File: src/rtl/cpe_sum_buffer.sv
// FWFT buffer for decoded sums with per-word error flags and optional statistics.
// Define CPE_BUF_STATS_EN to build the err_count/overflow statistics logic.
module cpe_sum_buffer #(
   parameter int unsigned NBIT  = 7,
   parameter int unsigned NCODE = 15,
   parameter int unsigned DEPTH = 8,
   parameter int unsigned CNT_W = 8
) (
   input  logic                     clk,
   input  logic                     rst,
   input  logic [NCODE-1:0]         ccw,
   input  logic                     ccw_valid,
   input  logic                     err_in,
   output logic                     in_ready,
   output logic [NBIT-1:0]          dec_sum,
   output logic                     err_out,
   output logic                     out_valid,
   input  logic                     out_ready,
   input  logic                     clr_stats,
   output logic [$clog2(DEPTH):0]   level,
   output logic [CNT_W-1:0]         err_count,
   output logic                     overflow
);

   localparam int unsigned AW = $clog2(DEPTH);
   localparam int unsigned LW = AW + 1;
   localparam logic [LW-1:0] FullLvl = LW'(DEPTH);

   logic [LW-1:0] wr_ptr_q, wr_ptr_d;
   logic [LW-1:0] rd_ptr_q, rd_ptr_d;
   logic [NBIT:0] mem_q [DEPTH];
   logic [NBIT:0] mem_d [DEPTH];
   logic [NBIT:0] hold_q, hold_d;
   logic [NBIT:0] head;
   logic          push;
   logic          pop;

   // Only the systematic low bits carry the decoded sum.
   logic unused_ccw_hi;
   assign unused_ccw_hi = ^ccw[NCODE-1:NBIT];

   assign level     = wr_ptr_q - rd_ptr_q;
   assign in_ready  = (level != FullLvl);
   assign out_valid = (level != '0);
   assign push      = ccw_valid & in_ready;
   assign pop       = out_valid & out_ready;

   // An empty buffer shows the last word that left it (zero after reset).
   assign head              = out_valid ? mem_q[rd_ptr_q[AW-1:0]] : hold_q;
   assign {err_out, dec_sum} = head;

   always_comb begin
      wr_ptr_d = wr_ptr_q + LW'(push);
      rd_ptr_d = rd_ptr_q + LW'(pop);
      hold_d   = pop ? head : hold_q;
      mem_d    = mem_q;
      if (push) begin
         mem_d[wr_ptr_q[AW-1:0]] = {err_in, ccw[NBIT-1:0]};
      end
   end

   always_ff @(posedge clk or posedge rst) begin
      if (rst) begin
         wr_ptr_q <= '0;
         rd_ptr_q <= '0;
         hold_q   <= '0;
      end else begin
         wr_ptr_q <= wr_ptr_d;
         rd_ptr_q <= rd_ptr_d;
         hold_q   <= hold_d;
      end
   end

   always_ff @(posedge clk) begin
      mem_q <= mem_d;
   end

`ifdef CPE_BUF_STATS_EN
   logic [CNT_W-1:0] err_count_q, err_count_d;
   logic             overflow_q, overflow_d;

   always_comb begin
      err_count_d = err_count_q;
      overflow_d  = overflow_q;
      if (clr_stats) begin
         err_count_d = '0;
         overflow_d  = 1'b0;
      end else begin
         if (push && err_in && (err_count_q != '1)) begin
            err_count_d = err_count_q + CNT_W'(1);
         end
         if (ccw_valid && !in_ready) begin
            overflow_d = 1'b1;
         end
      end
   end

   always_ff @(posedge clk or posedge rst) begin
      if (rst) begin
         err_count_q <= '0;
         overflow_q  <= 1'b0;
      end else begin
         err_count_q <= err_count_d;
         overflow_q  <= overflow_d;
      end
   end

   assign err_count = err_count_q;
   assign overflow  = overflow_q;
`else
   logic unused_clr_stats;
   assign unused_clr_stats = clr_stats;
   assign err_count        = '0;
   assign overflow         = 1'b0;
`endif

endmodule

File: config.mk
export PLATFORM = sky130hd
export DESIGN_NAME = cpe_sum_buffer
export DESIGN_NICKNAME = d
export VERILOG_FILES = /design/src/rtl/cpe_sum_buffer.sv
export SDC_FILE = /design/constraint.sdc
export NUM_CORES = 1
export LEC_CHECK = 0
export CAP_MARGIN = 25
export CORE_ASPECT_RATIO = 1.2
export CORE_MARGIN = 2
export CORE_UTILIZATION = 50
export CTS_BUF_LIST = sky130_fd_sc_hd__clkbuf_8
export DETAILED_ROUTE_END_ITERATION = 12
export PLACE_DENSITY = 0.71
export SYNTH_ARGS = -nofsm -noshare
export SYNTH_HDL_FRONTEND = slang
export SYNTH_SLANG_ARGS = --single-unit
export TNS_END_PERCENT = 50
File: constraint.sdc
create_clock -name clk -period 4.2 [get_ports clk]
set_input_delay 0.84 -clock clk [delete_from_list [all_inputs] [get_ports clk]]
set_output_delay 0.84 -clock clk [all_outputs]
set_load 0.02 [all_outputs]
# ---- Word-level counts from Yosys, hierarchy flattened
# Index checks and enable logic that the tools add are counted.
# Widths: inputs -> output; s select.
dict set report totals {
  reg_bits 80
  latch_bits 0
  mem_bits_rw 0
  word_cells 31
  rom_bits 0
  memories 0
  output_inout_bits 23
}
dict set report classes {
  eq_ne 1
  bitwise_logic 4
  magnitude_cmp 3
  n_mux 7
  div 0
  n_reduce_logical 2
  multipliers 0
  n_addsub 3
  shift 0
}
# cell count
set ops {}
lappend ops {{$bwmux 64} 1}
lappend ops {{$mux 8} 4}
lappend ops {{$bmux 8 s3} 1}
lappend ops {{$demux 8 s3} 1}
lappend ops {{$add 4x1->4} 2}
lappend ops {{$ge 4x4->1 const B} 2}
lappend ops {{$not 3->4} 2}
lappend ops {{$lt 4x1->1 const B} 1}
lappend ops {{$ne 4x4->1 const B} 1}
lappend ops {{$reduce_bool 4->1} 1}
lappend ops {{$sub 4x4->4} 1}
lappend ops {{$and 1x1->1} 2}
lappend ops {{$logic_and 1x1->1} 1}

# ---- Longest topological paths before layout
dict set report depth {
  word_depth 6
  depth_mapped 11
  mapped_depth_nobuf 11
}

# ---- Worst setup path after synthesis
# No wires, ideal clock.
dict set report synth_path {
  path_kind {reg2reg}
  startpoint {register rd_ptr_q[1]}
  endpoint {register mem_q[16] in the netlist's numbering, enable pin}
  path_stages_with_launch 9
  arrival_time_ns 3.181
  setup_time_ns 0.398
  path_slack_ns 0.621
  n_path_buf 2
  required_ns 3.802
  cell_sequence {dfrtp_1 > buf_2 > buf_1 > inv_1 > fa_1 > xor2_1 > or3_4 > o31ai_2 > nor4b_1}
}
dict set report synth_via {
  elab_chain_cells 3
}
# item line_no
set synth_rtl {}
lappend synth_rtl {{start, declared} 30} ;# logic [LW-1:0] rd_ptr_q, rd_ptr_d;
lappend synth_rtl {{start signal, assigned} 69} ;# rd_ptr_q <= rd_ptr_d;
lappend synth_rtl {{$sub 4x4->4} 42} ;# assign level = wr_ptr_q - rd_ptr_q;
lappend synth_rtl {{net level[2]} 20} ;# output logic [$clog2(DEPTH):0] level,
lappend synth_rtl {{$ne 4x4->1} 43} ;# assign in_ready = (level != FullLvl);
lappend synth_rtl {{$and 1x1->1} 45} ;# assign push = ccw_valid & in_ready;
lappend synth_rtl {{end signal, assigned} 75} ;# mem_q <= mem_d;
lappend synth_rtl {{end, declared} 31} ;# logic [NBIT:0] mem_q [DEPTH];
# The timed path passes the listed nets, and every way through them passes these cells.
# A chain may end at the register's enable or synchronous reset.

# ---- Worst setup path in the final report
dict set report layout_path {
  startpoint {register wr_ptr_q[0]}
  endpoint {output dec_sum[1]}
}
dict set report layout_via {
  elab_chain_cells 3
}
# item line_no
set layout_rtl {}
lappend layout_rtl {{start, declared} 29} ;# logic [LW-1:0] wr_ptr_q, wr_ptr_d;
lappend layout_rtl {{start signal, assigned} 68} ;# wr_ptr_q <= wr_ptr_d;
lappend layout_rtl {{$sub 4x4->4} 42}
lappend layout_rtl {{$reduce_bool 4->1} 44} ;# assign out_valid = (level != '0);
lappend layout_rtl {{$mux 8} 49} ;# assign head = out_valid ? mem_q[rd_ptr_q[AW-1:0]] : hold_q;
lappend layout_rtl {{end, declared} 15} ;# output logic [NBIT-1:0] dec_sum,
# No other way between the ends.

==> metrics.md <==
| Metric | Value |
|---|---|
| Synth Register Bits | `80` |
| Worst skew pair latency | `0.35 ns` |
| Mux share of post-synthesis cell area | `15.8%` |
| Switching part of the total | `36.5%` |
| RePlAce Congestion | `0.713` |
| Pwr Density | `830 nW/um^2` |
| Post-layout nets | `270` |
| Relative slew slack | `49.1%` |
| Chip width | `79.6 microns` |
| Fin crit share | `94.2%` |
| Hold Buf Count CTS | `0` |
| Grt ovf | `0` |
| Final max-slew violation count | `0` |
| Number of global-route vias before repair | `1,771` |
| Outcome | `finished clean` |
| Crit path arrival time | `3.11 ns` |
| Clock buffer depth | `2` |
| Psw | `0.00122 W` |
| Slew @ Worst Pin | `0.759 ns` |
| Gr usage total | `17.5%` |
| Logic pwr share | `49.1%` |
| Die H | `94.7 microns` |
| Iteration-0 DRC Markers | `255` |
| Kind of end point of the critical path | `primary output` |
| Async SR Flop Fraction | `20.0%` |
| Crit Path Class | `reg2out` |
| MaxCap Viol Count | `0` |
| Clock network fraction of design power | `16.4%` |
| Clock slew seen by the registers of the worst setup and hold paths | `0.08 ns` |
| Overall power | `0.00334 W` |
| Synth cell types | `30` |
| Register area share after synthesis | `67.7%` |
| Max Fclk | `253 MHz` |
| Fin cells | `333` |
| H-tree levels | `3` |
| Clock Sinks | `80` |
| Min cycle time layout | `3.95 ns` |
| Die area | `7540 sq um` |
| Final setup vio count | `0` |
| Post-CTS Resized | `0` |
| DP Wirelength | `3790 microns` |
| Ports | `44` |
| Drt drc | `0` |
| Worst EP required | `3.36 ns` |
| Pin count of the biggest net entering global routing | `19` |
| Core Area | `6730 sq um` |
| P&R area growth vs syn | `17.3%` |
| Worst Clk Skew | `0.00591 ns` |
| CTS root buf | `clkbuf_8` |
| Synth Area in XOR/XNOR | `1.53%` |
| Synth Area in Adders | `3.14%` |
| Initial antenna violation count | `0` |
| Antenna Nets Post-Route | `0` |
| First-pass GRT wire length | `9140 microns` |
| Mapped cell area | `3430 sq um` |
| Synth Area in Compound Gates | `1.75%` |
| Synth Area in Simple Gates | `6.17%` |
| TritonCTS clock tree | `done` |
| Largest family of logic cells by synthesized area | `multiplexers` |
| Row count | `33` |
| Avg Cell Area, Syn | `17.1 sq um` |
| Synth Instances | `201` |
| Buffers added on ports | `25` |
| LEAKAGE | `1.47 nW` |
| HP Class | `reg2reg` |
| Critical Path Fanout Max | `9` |
| WL/cell | `17.5 microns` |
| Final WL | `5840 microns` |
| Clock buffer count from CTS | `9` |
| EDFF count, synth | `64` |
| Internal power | `0.00212 W` |
| Top FF cell, synth | `edfxtp_1` |
| Final core utilization | `59.8%` |
| Setup TNS | `0 ns` |
| Sequential Power Share | `34.5%` |
| DR vias/cell | `5.29` |
| Synthesis Warnings | `0` |
| Drt pass-1 iters | `4` |
| Layout cells sized above 1 | `26.4%` |
| Worst Setup Start Kind | `register` |
| Dpl cells | `317` |
| Initial Util | `50.9%` |
| Hold Vio Cnt, Final | `0` |
| Setup Buffers After CTS | `0` |
| RSZ-0062 raised after global routing | `false` |
| VDD IR max | `0.725 mV` |
| Vias | `1,760` |
| Ant diodes | `0` |
## metal layers
metal  vias to the layer above  global-route usage [%]  wire length (microns)
met5                         -                       0                      0
met4                         0                    6.47                     94
met3                         7                    5.74                    326
met2                        48                    29.6                   3050
met1                       881                    21.0                   2370
li1                        824                       -                      -
## placed cells by master (no fill, tap or decap), drive strengths merged, types with 4 or more instances in the layout
cell,count
mux2,16
clkdlybuf4s50,25
edfxtp,64
nand3,4
ha,7
buf,12
nand2,26
clkbuf,9
conb,9
mux4,16
xor2,4
inv,10
dfrtp,16
## power by group through the flow
stage	combinational [W]	sequential, W	clock, W
floorplan	0.00113	0.00112	0
global placement	0.00165	0.00116	0
detailed placement	0.00167	0.00117	0
CTS	0.00167	0.00115	0.000563
global route	0.00179	0.00117	0.000596
finish	0.00164	0.00115	0.000549
## stage by stage
step / worst slack (ns) / instance area, sq um / hold slack, ns
global placement: 0.615 / 3830 / 0.483
CTS: 0.205 / 4020 / 0.507
finish: 0.246 / 4020 / 0.503
global route: 0.0328 / 4020 / 0.519
detailed placement: 0.585 / 3830 / 0.491
floorplan: 0.621 / 3460 / 0.465
## cell families after synthesis
| group | Yosys count |
|---|---|
| DFF | 80 |
| and+or+nand+nor | 44 |
| muxes | 32 |
| buffers and inverters | 24 |
| adders and majority gates | 8 |
| AOI/OAI and AO/OA | 6 |
| xor gates and xnor gates | 6 |
| other | 1 |
## cells in the mapped netlist, types with 2 or more instances
cell	count	area share, %
mux4_2	16	11
nand3_1	4	0.58
clkbuf_1	3	0.33
ha_1	7	2.6
xor2_1	4	1.0
nor2_1	3	0.33
mux2_2	16	5.3
buf_4	10	2.2
edfxtp_1	64	56
buf_2	2	0.29
dfrtp_1	16	12
xnor2_1	2	0.51
nand2_1	26	2.8
nor3_1	2	0.29
nor4b_1	3	0.77
nor4_1	2	0.36
a21oi_1	2	0.29
inv_1	7	0.77
## worst max-delay path: stages, from the launching register on
cell and delay [ns]:
dfrtp_1 0.47, inv_1 0.17, ha_1 0.18, inv_1 0.05, fa_1 0.37, xor2_1 0.17, nor3_1 0.26, o21ai_2 0.22
mux2_2 0.28, clkdlybuf4s50_1 0.59
## flip-flops by register name, indices dropped and copies added, names as in the netlist
name      count
mem_q        64
hold_q        8
rd_ptr_q      4
wr_ptr_q      4
## area by class of cell
cell class	instances	area [sq um]
fillers	505	2710
clock inverters	7	71.3
flip-flops and latches	80	2320
inverters	8	30.0
well taps	87	109
multi-input cells	105	1020
repair buffers	37	340
clock buffers	9	124
## final timing paths
| check | from | end | slack, ns | depth (start not counted) |
|---|---|---|---|---|
| worst max-delay path | wr_ptr_q[0] | dec_sum[1] | 0.25 | 9 |
| worst min-delay path | rd_ptr_q[3] | rd_ptr_q[3] | 0.50 | 1 |
| worst max register to register | wr_ptr_q[0] | wr_ptr_q[2] | 1.01 | 10 |
| worst min register to register | rd_ptr_q[3] | rd_ptr_q[3] | 0.50 | 1 |
| max in group asynchronous | rst | wr_ptr_q[0] | 2.93 | 2 |
| min in group asynchronous | rst | hold_q[1] | 0.87 | 2 |
No activity file was read; power rests on OpenSTA's default activity.
